`src/rtl/compound_txn_master.sv`:
```
`default_nettype none
// ============================================================================
// Module      : compound_txn_master
// Description : CompoundType initiator. Issues a numbered request sequence and
//               checks in-order responses against an expected-response FIFO.
//               Payload layout on req_out/rsp_in: {mode(1=write), x[31:0], y}.
// Revision    : 1.0 - initial release
// ============================================================================
module compound_txn_master #(
    parameter int DEPTH = 4,
    parameter int CNT_W = 16
) (
    input  logic             clk,
    input  logic             rst,
    input  logic             start,
    input  logic [31:0]      base_x,
    input  logic [CNT_W-1:0] num_txn,
    output logic [33:0]      req_out,
    input  logic             req_out_sync,
    output logic             req_out_notify,
    input  logic [33:0]      rsp_in,
    input  logic             rsp_in_sync,
    output logic             rsp_in_notify,
    output logic             busy,
    output logic             done,
    output logic [CNT_W-1:0] txn_sent,
    output logic [CNT_W-1:0] rsp_rcvd,
    output logic [CNT_W-1:0] err_cnt,
    output logic [CNT_W-1:0] first_err_idx
);

    localparam int c_AW = $clog2(DEPTH);
    localparam int c_CW = c_AW + 1;
    localparam logic [c_CW-1:0] c_DEPTH = c_CW'(DEPTH);

    localparam logic [1:0] c_IDLE  = 2'd0;
    localparam logic [1:0] c_RUN   = 2'd1;
    localparam logic [1:0] c_DRAIN = 2'd2;
    localparam logic [1:0] c_DONE  = 2'd3;

    logic [1:0]       r_state,  w_state_nxt;
    logic [33:0]      r_req,    w_req_nxt;
    logic             r_req_vld, w_req_vld_nxt;
    logic             r_rsp_rdy, w_rsp_rdy_nxt;
    logic             r_busy,   w_busy_nxt;
    logic             r_done,   w_done_nxt;
    logic [31:0]      r_base,   w_base_nxt;
    logic [CNT_W-1:0] r_num,    w_num_nxt;
    logic [CNT_W-1:0] r_sent,   w_sent_nxt;
    logic [CNT_W-1:0] r_rcvd,   w_rcvd_nxt;
    logic [CNT_W-1:0] r_err,    w_err_nxt;
    logic [CNT_W-1:0] r_first,  w_first_nxt;

    logic [33:0]      r_mem [DEPTH];
    logic [c_AW-1:0]  r_wr_ptr;
    logic [c_AW-1:0]  r_rd_ptr;
    logic [c_CW-1:0]  r_count;
    logic [c_CW-1:0]  w_count_nxt;

    logic             w_push;
    logic             w_pop;
    logic             w_mismatch;

    // Transaction i: write on even i, x = base + i (wrapping), y = bit 1 of i.
    function automatic logic [33:0] f_txn(input logic [31:0] base,
                                          input logic [CNT_W-1:0] idx);
        return {~idx[0], base + 32'(idx), idx[1]};
    endfunction

    assign w_push      = r_req_vld & req_out_sync;
    assign w_pop       = r_rsp_rdy & rsp_in_sync;
    assign w_mismatch  = w_pop && (r_mem[r_rd_ptr] != rsp_in);
    assign w_count_nxt = r_count + c_CW'(w_push) - c_CW'(w_pop);

    always_comb begin
        w_state_nxt   = r_state;
        w_req_nxt     = r_req;
        w_req_vld_nxt = 1'b0;
        w_rsp_rdy_nxt = 1'b0;
        w_base_nxt    = r_base;
        w_num_nxt     = r_num;
        w_sent_nxt    = r_sent + CNT_W'(w_push);
        w_rcvd_nxt    = r_rcvd + CNT_W'(w_pop);
        w_err_nxt     = r_err;
        w_first_nxt   = r_first;

        if (w_mismatch) begin
            if (r_err != '1) begin
                w_err_nxt = r_err + 1'b1;
            end
            if (r_err == '0) begin
                w_first_nxt = r_rcvd;
            end
        end

        case (r_state)
            c_IDLE, c_DONE: begin
                if (start) begin
                    w_base_nxt  = base_x;
                    w_num_nxt   = num_txn;
                    w_sent_nxt  = '0;
                    w_rcvd_nxt  = '0;
                    w_err_nxt   = '0;
                    w_first_nxt = '1;
                    w_req_nxt   = f_txn(base_x, '0);
                    if (num_txn == '0) begin
                        w_state_nxt = c_DONE;
                    end else begin
                        w_state_nxt   = c_RUN;
                        w_req_vld_nxt = 1'b1;
                    end
                end
            end
            c_RUN: begin
                if (w_push) begin
                    w_req_nxt = f_txn(r_base, w_sent_nxt);
                end
                w_req_vld_nxt = (w_sent_nxt < r_num) && (w_count_nxt < c_DEPTH);
                w_rsp_rdy_nxt = (w_count_nxt != '0);
                if (w_sent_nxt == r_num) begin
                    w_state_nxt = c_DRAIN;
                end
            end
            c_DRAIN: begin
                w_rsp_rdy_nxt = (w_count_nxt != '0);
                if (w_count_nxt == '0) begin
                    w_state_nxt = c_DONE;
                end
            end
            default: begin
                w_state_nxt = c_IDLE;
            end
        endcase

        w_busy_nxt = (w_state_nxt == c_RUN) || (w_state_nxt == c_DRAIN);
        w_done_nxt = (w_state_nxt == c_DONE);
    end

    always_ff @(posedge clk or posedge rst) begin
        if (rst) begin
            r_state   <= c_IDLE;
            r_req     <= '0;
            r_req_vld <= 1'b0;
            r_rsp_rdy <= 1'b0;
            r_busy    <= 1'b0;
            r_done    <= 1'b0;
            r_base    <= '0;
            r_num     <= '0;
            r_sent    <= '0;
            r_rcvd    <= '0;
            r_err     <= '0;
            r_first   <= '1;
            r_wr_ptr  <= '0;
            r_rd_ptr  <= '0;
            r_count   <= '0;
        end else begin
            r_state   <= w_state_nxt;
            r_req     <= w_req_nxt;
            r_req_vld <= w_req_vld_nxt;
            r_rsp_rdy <= w_rsp_rdy_nxt;
            r_busy    <= w_busy_nxt;
            r_done    <= w_done_nxt;
            r_base    <= w_base_nxt;
            r_num     <= w_num_nxt;
            r_sent    <= w_sent_nxt;
            r_rcvd    <= w_rcvd_nxt;
            r_err     <= w_err_nxt;
            r_first   <= w_first_nxt;
            r_count   <= w_count_nxt;
            if (w_push) begin
                r_wr_ptr <= r_wr_ptr + c_AW'(1);
            end
            if (w_pop) begin
                r_rd_ptr <= r_rd_ptr + c_AW'(1);
            end
        end
    end

    // Storage needs no reset: occupancy is tracked by r_count and the pointers.
    always_ff @(posedge clk) begin
        if (w_push) begin
            r_mem[r_wr_ptr] <= r_req;
        end
    end

    assign req_out        = r_req;
    assign req_out_notify = r_req_vld;
    assign rsp_in_notify  = r_rsp_rdy;
    assign busy           = r_busy;
    assign done           = r_done;
    assign txn_sent       = r_sent;
    assign rsp_rcvd       = r_rcvd;
    assign err_cnt        = r_err;
    assign first_err_idx  = r_first;

endmodule
`default_nettype wire
```
`config.mk`:
```
export PLATFORM = sky130hd
export DESIGN_NAME = compound_txn_master
export DESIGN_NICKNAME = d
export VERILOG_FILES = /design/src/rtl/compound_txn_master.sv
export SDC_FILE = /design/constraint.sdc
export NUM_CORES = 1
export LEC_CHECK = 0
export CAP_MARGIN = 25
export CORE_ASPECT_RATIO = 1.4
export CORE_MARGIN = 2
export CORE_UTILIZATION = 60
export DETAILED_ROUTE_END_ITERATION = 10
export GPL_ROUTABILITY_DRIVEN = 0
export PLACE_DENSITY = 0.95
export RECOVER_POWER = 100
export SLEW_MARGIN = 10
export SYNTH_ARGS = -nofsm -noshare
export SYNTH_HDL_FRONTEND = slang
export SYNTH_SLANG_ARGS = --single-unit
```
`constraint.sdc`:
```
create_clock -name clk -period 13.5 [get_ports clk]
set_clock_uncertainty 0.2 [all_clocks]
set_input_delay 1.35 -clock clk [delete_from_list [all_inputs] [get_ports clk]]
set_output_delay 1.35 -clock clk [all_outputs]
set_load 0.005 [all_outputs]
```
* Yosys cells after proc, flatten, opt, wreduce, memory -nomap -nowiden
Memory sizes are Yosys's and may differ from the RTL's. Index checks and enable logic that the tools add are counted.
Word-level totals: memory bits (writable) 136, memories kept 1, flip-flop bits (word level) 159
Memory list:
- r_mem | words 4, bits a word 34, rd ports 1, clocked after Yosys merged registers in 0, write ports 1, line 54 | logic [33:0] r_mem [DEPTH];
Operators by class: bitwise operators 3, magnitude comparators 2, mux-type cells 26, reductions and logical operators 13, equal/unequal tests 11, add/subtract/negate cells 8
Operators with widths (count):
- $mux W16 | 12
- $mux W34 | 2
- $pmux W34 S2 | 1
- $ne A34 B34 Y1 | 1
- $add A16 B1 Y16 | 2
- $add A32 B16 Y32 | 1
- $logic_not A16 Y1 | 2
- $add A16 B1 Y16 const B | 1
- $eq A16 B16 Y1 | 1
- $lt A16 B16 Y1 | 1
- $ne A16 B16 Y1 const B | 1
- $eq A2 B2 Y1 const B | 4
- $mux W2 | 4
- $pmux W2 S3 | 1
- $mux W1 | 5
- $add A2 B1 Y2 const B | 2
- $eq A2 B1 Y1 const B | 2
- $ne A2 B2 Y1 const B | 2
- $reduce_or A2 Y1 | 2
- $add A3 B1 Y3 | 1
- $logic_not A3 Y1 | 1
- $lt A3 B3 Y1 const B | 1
- $reduce_and A3 Y1 | 1
- $reduce_bool A3 Y1 | 1
- 9 further kinds | 11

* Longest topological paths before layout
word-level depth 8, mapped depth 17, gate-level depth less buffers 17

* Worst setup path after synthesis
OpenSTA, ideal clock, no wires.
path kind input to register, start in req_out_sync, end reg r_req[17] (netlist: req_out[17]), setup slack 8.884 ns, stages on the path 14, data arrival time 4.292 ns, required time 13.176 ns, path buffers 1, path through nand2_1 clkinv_1 ha_1 ha_1 fa_1 a21o_1 a21o_1 a21oi_1 o21ba_2 o31ai_1 a31oi_1 clkbuf_1 mux2i_1 a211o_1
On the way: word-level cells in the longest chain between the ends 5
Ends and longest elaborated chain:
- from (decl) | line 19 | input logic req_out_sync,
- $and A1 B1 Y1 (*) | line 70 | assign w_push = r_req_vld & req_out_sync;
- via w_push | line 60 | logic w_push;
- $add A16 B1 Y16 | line 82 | w_sent_nxt = r_sent + CNT_W'(w_push);
- $add A32 B16 Y32 | line 67 | return {~idx[0], base + 32'(idx), idx[1]};
- $mux W34 | line 115 | if (w_push) begin
- $pmux W34 S2 | line 96 | case (r_state)
- to (signal assigned) | line 158 | r_req <= w_req_nxt;
- to (decl) | line 42 | logic [33:0] r_req, w_req_nxt;
Mark *: on every way through the listed nets, which the timed path passes. The rest lies on a longest branch. The select of a mux whose other input is x is not followed. A chain may end at the register's enable or synchronous reset.

==> summary.md <==
| Metric | Value |
|---|---|
| Global-route wire length before repair | `54600 um` |
| Gr usage total | `0.289` |
| Compound-gate portion of the synthesized area | `0.0769` |
| Cells after synthesis | `1133` |
| Fmax | `0.140 GHz` |
| Crit Path Max Fanout | `99` |
| Period utilisation layout | `0.529` |
| Starting density of the core | `0.611` |
| Failing checks | `max-capacitance violations, max-slew violations` |
| Final Worst Setup Slack | `6360 ps` |
| Share of the synthesized area in the top cell type | `0.297` |
| DR DRC count | `0` |
| DR iter-0 viols | `840` |
| Synth Warn # | `0` |
| Critical Path AT | `6670 ps` |
| Pwr Total | `3.44 mW` |
| Slew Limit Fails | `575` |
| Vias in the first global route | `10100` |
| Peak supply drop | `0.000191 V` |
| Yosys reg bits | `295` |
| Top post-synthesis cells by area | `edfxtp_1 (30%), dfrtp_1 (26%), mux4_2 (5.4%)` |
| GRT busiest layer | `met2` |
| CP Launch Type | `input port` |
| Slew @ Worst Pin | `4420 ps` |
| Fin nets | `1450` |
| Post-DR vias/cell | `6.13` |
| Met1 usage | `0.359` |
| RR Endpoint | `first_err_idx[7]` |
| Simple-gate share of the synthesized area | `0.135` |
| Cell Chain, Critical Path | `dlygate4sd3_1, clkinvlp_2, clkbuf_1` |
| IO Count | `189` |
| Die Ht | `183 um` |
| Via count | `10100` |
| Die area | `24200 um^2` |
| Deepest clock path buffer count | `3` |
| CTS tree | `yes` |
| Synth-to-Final Area Change | `21.3%` |
| Remaining global-route overflow | `0` |
| Post-synthesis mux area share | `0.0741` |
| Routed len/inst | `21.4 um` |
| Placed cell count | `1586` |
| Count of cell types in the netlist | `63` |
| Post-synth EDFFs | `136` |
| Placeable Area | `22500 um^2` |
| Final ANT Viol Nets | `0` |
| Crit path time final | `7140 ps` |
| Fraction of layout cells with a size suffix above 1 | `0.0734` |
| WP data required | `13030 ps` |
| Hold Crit Class | `reg -> reg` |
| DRT Pass-1 Iters | `5` |
| Final setup viols | `0` |
| Max-cap violations | `12` |
| Hold violation count in the final report | `0` |
| Async set-or-reset flop fraction in the synthesized netlist | `0.539` |
| DP HPWL | `23100 um` |
| # resized after CTS | `0` |
| Non-filler instance count after layout | `1640` |
| Flop2flop setup slack | `6400 ps` |
| Pleak | `6.88 nW` |
| Status | `finished, violations left` |
| Crit. End Element | `asynchronous set/reset pin` |
| Final core utilization | `0.741` |
| Largest net degree at the start of global routing | `106` |
| Area leader, netlist | `edfxtp_1` |
| Setup_tns | `0 ps` |
| CTS sink count | `295` |
| Worst path slowest cell | `clkinvlp_2` |
| Largest family of logic cells by synthesized area | `simple AND/OR/NAND/NOR gates` |
| CP peak stage delay | `2450 ps` |
| Syn_nets | `1268` |
| Main synth FF type | `dfrtp_1` |
| Port Buf Inserts | `188` |
| Register area share after synthesis | `0.587` |
| Hold_sp | `r_base[9]` |
| Die width | `132 um` |
| Setup Fix Bufs, Post-CTS | `0` |
| Clock Root Buffer | `clkbuf_16` |
| Total wire length | `35000 um` |
| Worst reg-to-reg path cell count | `9` |
| # fillers | `1401` |
| CP Class | `in -> async` |
| Mapped cell area | `13800 um^2` |
| Htree depth | `1` |
| Reg clk slew, reported paths | `70 ps` |
| Core Rows | `65` |
| Initial antenna violation count | `4` |
| Met2 Usage GRT | `0.518` |
| RSZ-0062 raised after global routing | `no` |
| Worst setup path start | `rst` |
| Slew headroom | `-1.96` |
| Power density cells | `206 nW/um^2` |
| CTS Hold Bufs | `0` |
| Clk_lat worst skew | `530 ps` |
| Post-synthesis average cell area | `12.1 um^2` |
| Worst reg2reg path startpoint | `r_rd_ptr[0]` |
| Place WS | `7610 ps` |
| Worst setup endpoint | `r_rd_ptr[1]` |
| M3 GR Usage | `0.0409` |
| Post-Synth Adder-Cell Area | `0.0447` |
| CTS Buf Count | `26` |
| XOR/XNOR share of the synthesized area | `0.0547` |
[kinds of logic (layout without fill, tap and decap cells)]
family | Yosys count | count (layout)
compound gates | 177 | 177
xor+xnor | 86 | 86
fa+ha+maj | 48 | 48
buf+inv | 80 | 282
flops | 295 | 295
mux | 59 | 59
other cells | 0 | 4
simple gates | 388 | 388
[cell usage after synthesis, types with 31 or more instances]
master	instances
nand2_1	184
edfxtp_1	136
a21oi_1	59
mux4_2	33
xnor2_1	52
inv_1	32
nand3_1	31
dfrtp_1	143
xor2_1	34
nor2_1	50
o21ai_0	51
ha_1	46
[area by class of cell]
cell class | instances | area (um^2) | share of cell area
clock buffers | 34 | 702 | 0.0421
repair buffers | 200 | 1940 | 0.116
well taps | 301 | 377 | 0.0226
diodes | 4 | 10.0 | 0.000600
inverters | 34 | 129 | 0.00772
clock inverters | 14 | 169 | 0.0101
flip-flops and latches | 295 | 8080 | 0.485
multi-input cells | 758 | 5280 | 0.316
[flip-flops by register name, indices dropped and copies added, names as in the netlist]
| name | flops |
|---|---|
| r_rd_ptr | 2 |
| err_cnt | 16 |
| req_out | 34 |
| busy | 1 |
| r_wr_ptr | 2 |
| req_out_notify | 1 |
| r_base | 32 |
| r_num | 16 |
| r_state | 2 |
| rsp_in_notify | 1 |
| txn_sent | 16 |
| r_count | 3 |
| rsp_rcvd | 16 |
| done | 1 |
| first_err_idx | 16 |
| r_mem | 136 |
[layout by cell type (no fill, tap or decap), types with 27 or more instances in the layout]
cell type        netlist  layout
nand2_1              184     183
edfxtp_1             136     136
dlygate4sd3_1          0     106
dfrtp_1              143     142
mux4_2                33      33
nor2_1                50      50
clkdlybuf4s50_1        0      82
inv_1                 32      31
xor2_1                34      34
ha_1                  46      46
xnor2_1               52      52
nand3_1               31      31
clkbuf_16              0      27
o21ai_0               51      53
a21oi_1               59      59
[worst min-delay path by stage]
stage | to | depth (start not counted) | slack, ps
5_1_grt | r_base[4] | 2 | 310
4_1_cts | r_base[9] | 2 | 290
2_1_floorplan | r_base[0] | 2 | 250
3_3_place_gp | r_base[4] | 2 | 270
6_report | r_base[9] | 2 | 290
3_5_place_dp | r_base[9] | 2 | 270
[layer usage]
layer / share of wire / up-vias
li1: - / 4472
met1: 0.37 / 4944
met2: 0.52 / 546
met3: 0.078 / 90
met4: 0.036 / 0
met5: 0 / -
[power breakdown]
| part | switching [mW] | leakage, nW | internal, mW |
|---|---|---|---|
| Sequential | 0.225 | 3.22 | 1.23 |
| Combinational | 0.683 | 3.24 | 0.537 |
| Clock | 0.319 | 0.424 | 0.443 |
[metrics by stage]
step | cell area [um^2] | hold WS, ps
global route | 16700 | 310
floorplan | 13800 | 252
finish | 16700 | 286
CTS | 16700 | 285
global placement | 15900 | 265
detailed placement | 15900 | 269
[worst max-delay path: cells and delay by family]
kind | cells | cell delay [ps]
buffers and inverters | 3 | 5290
No activity file was read; power rests on OpenSTA's default activity.
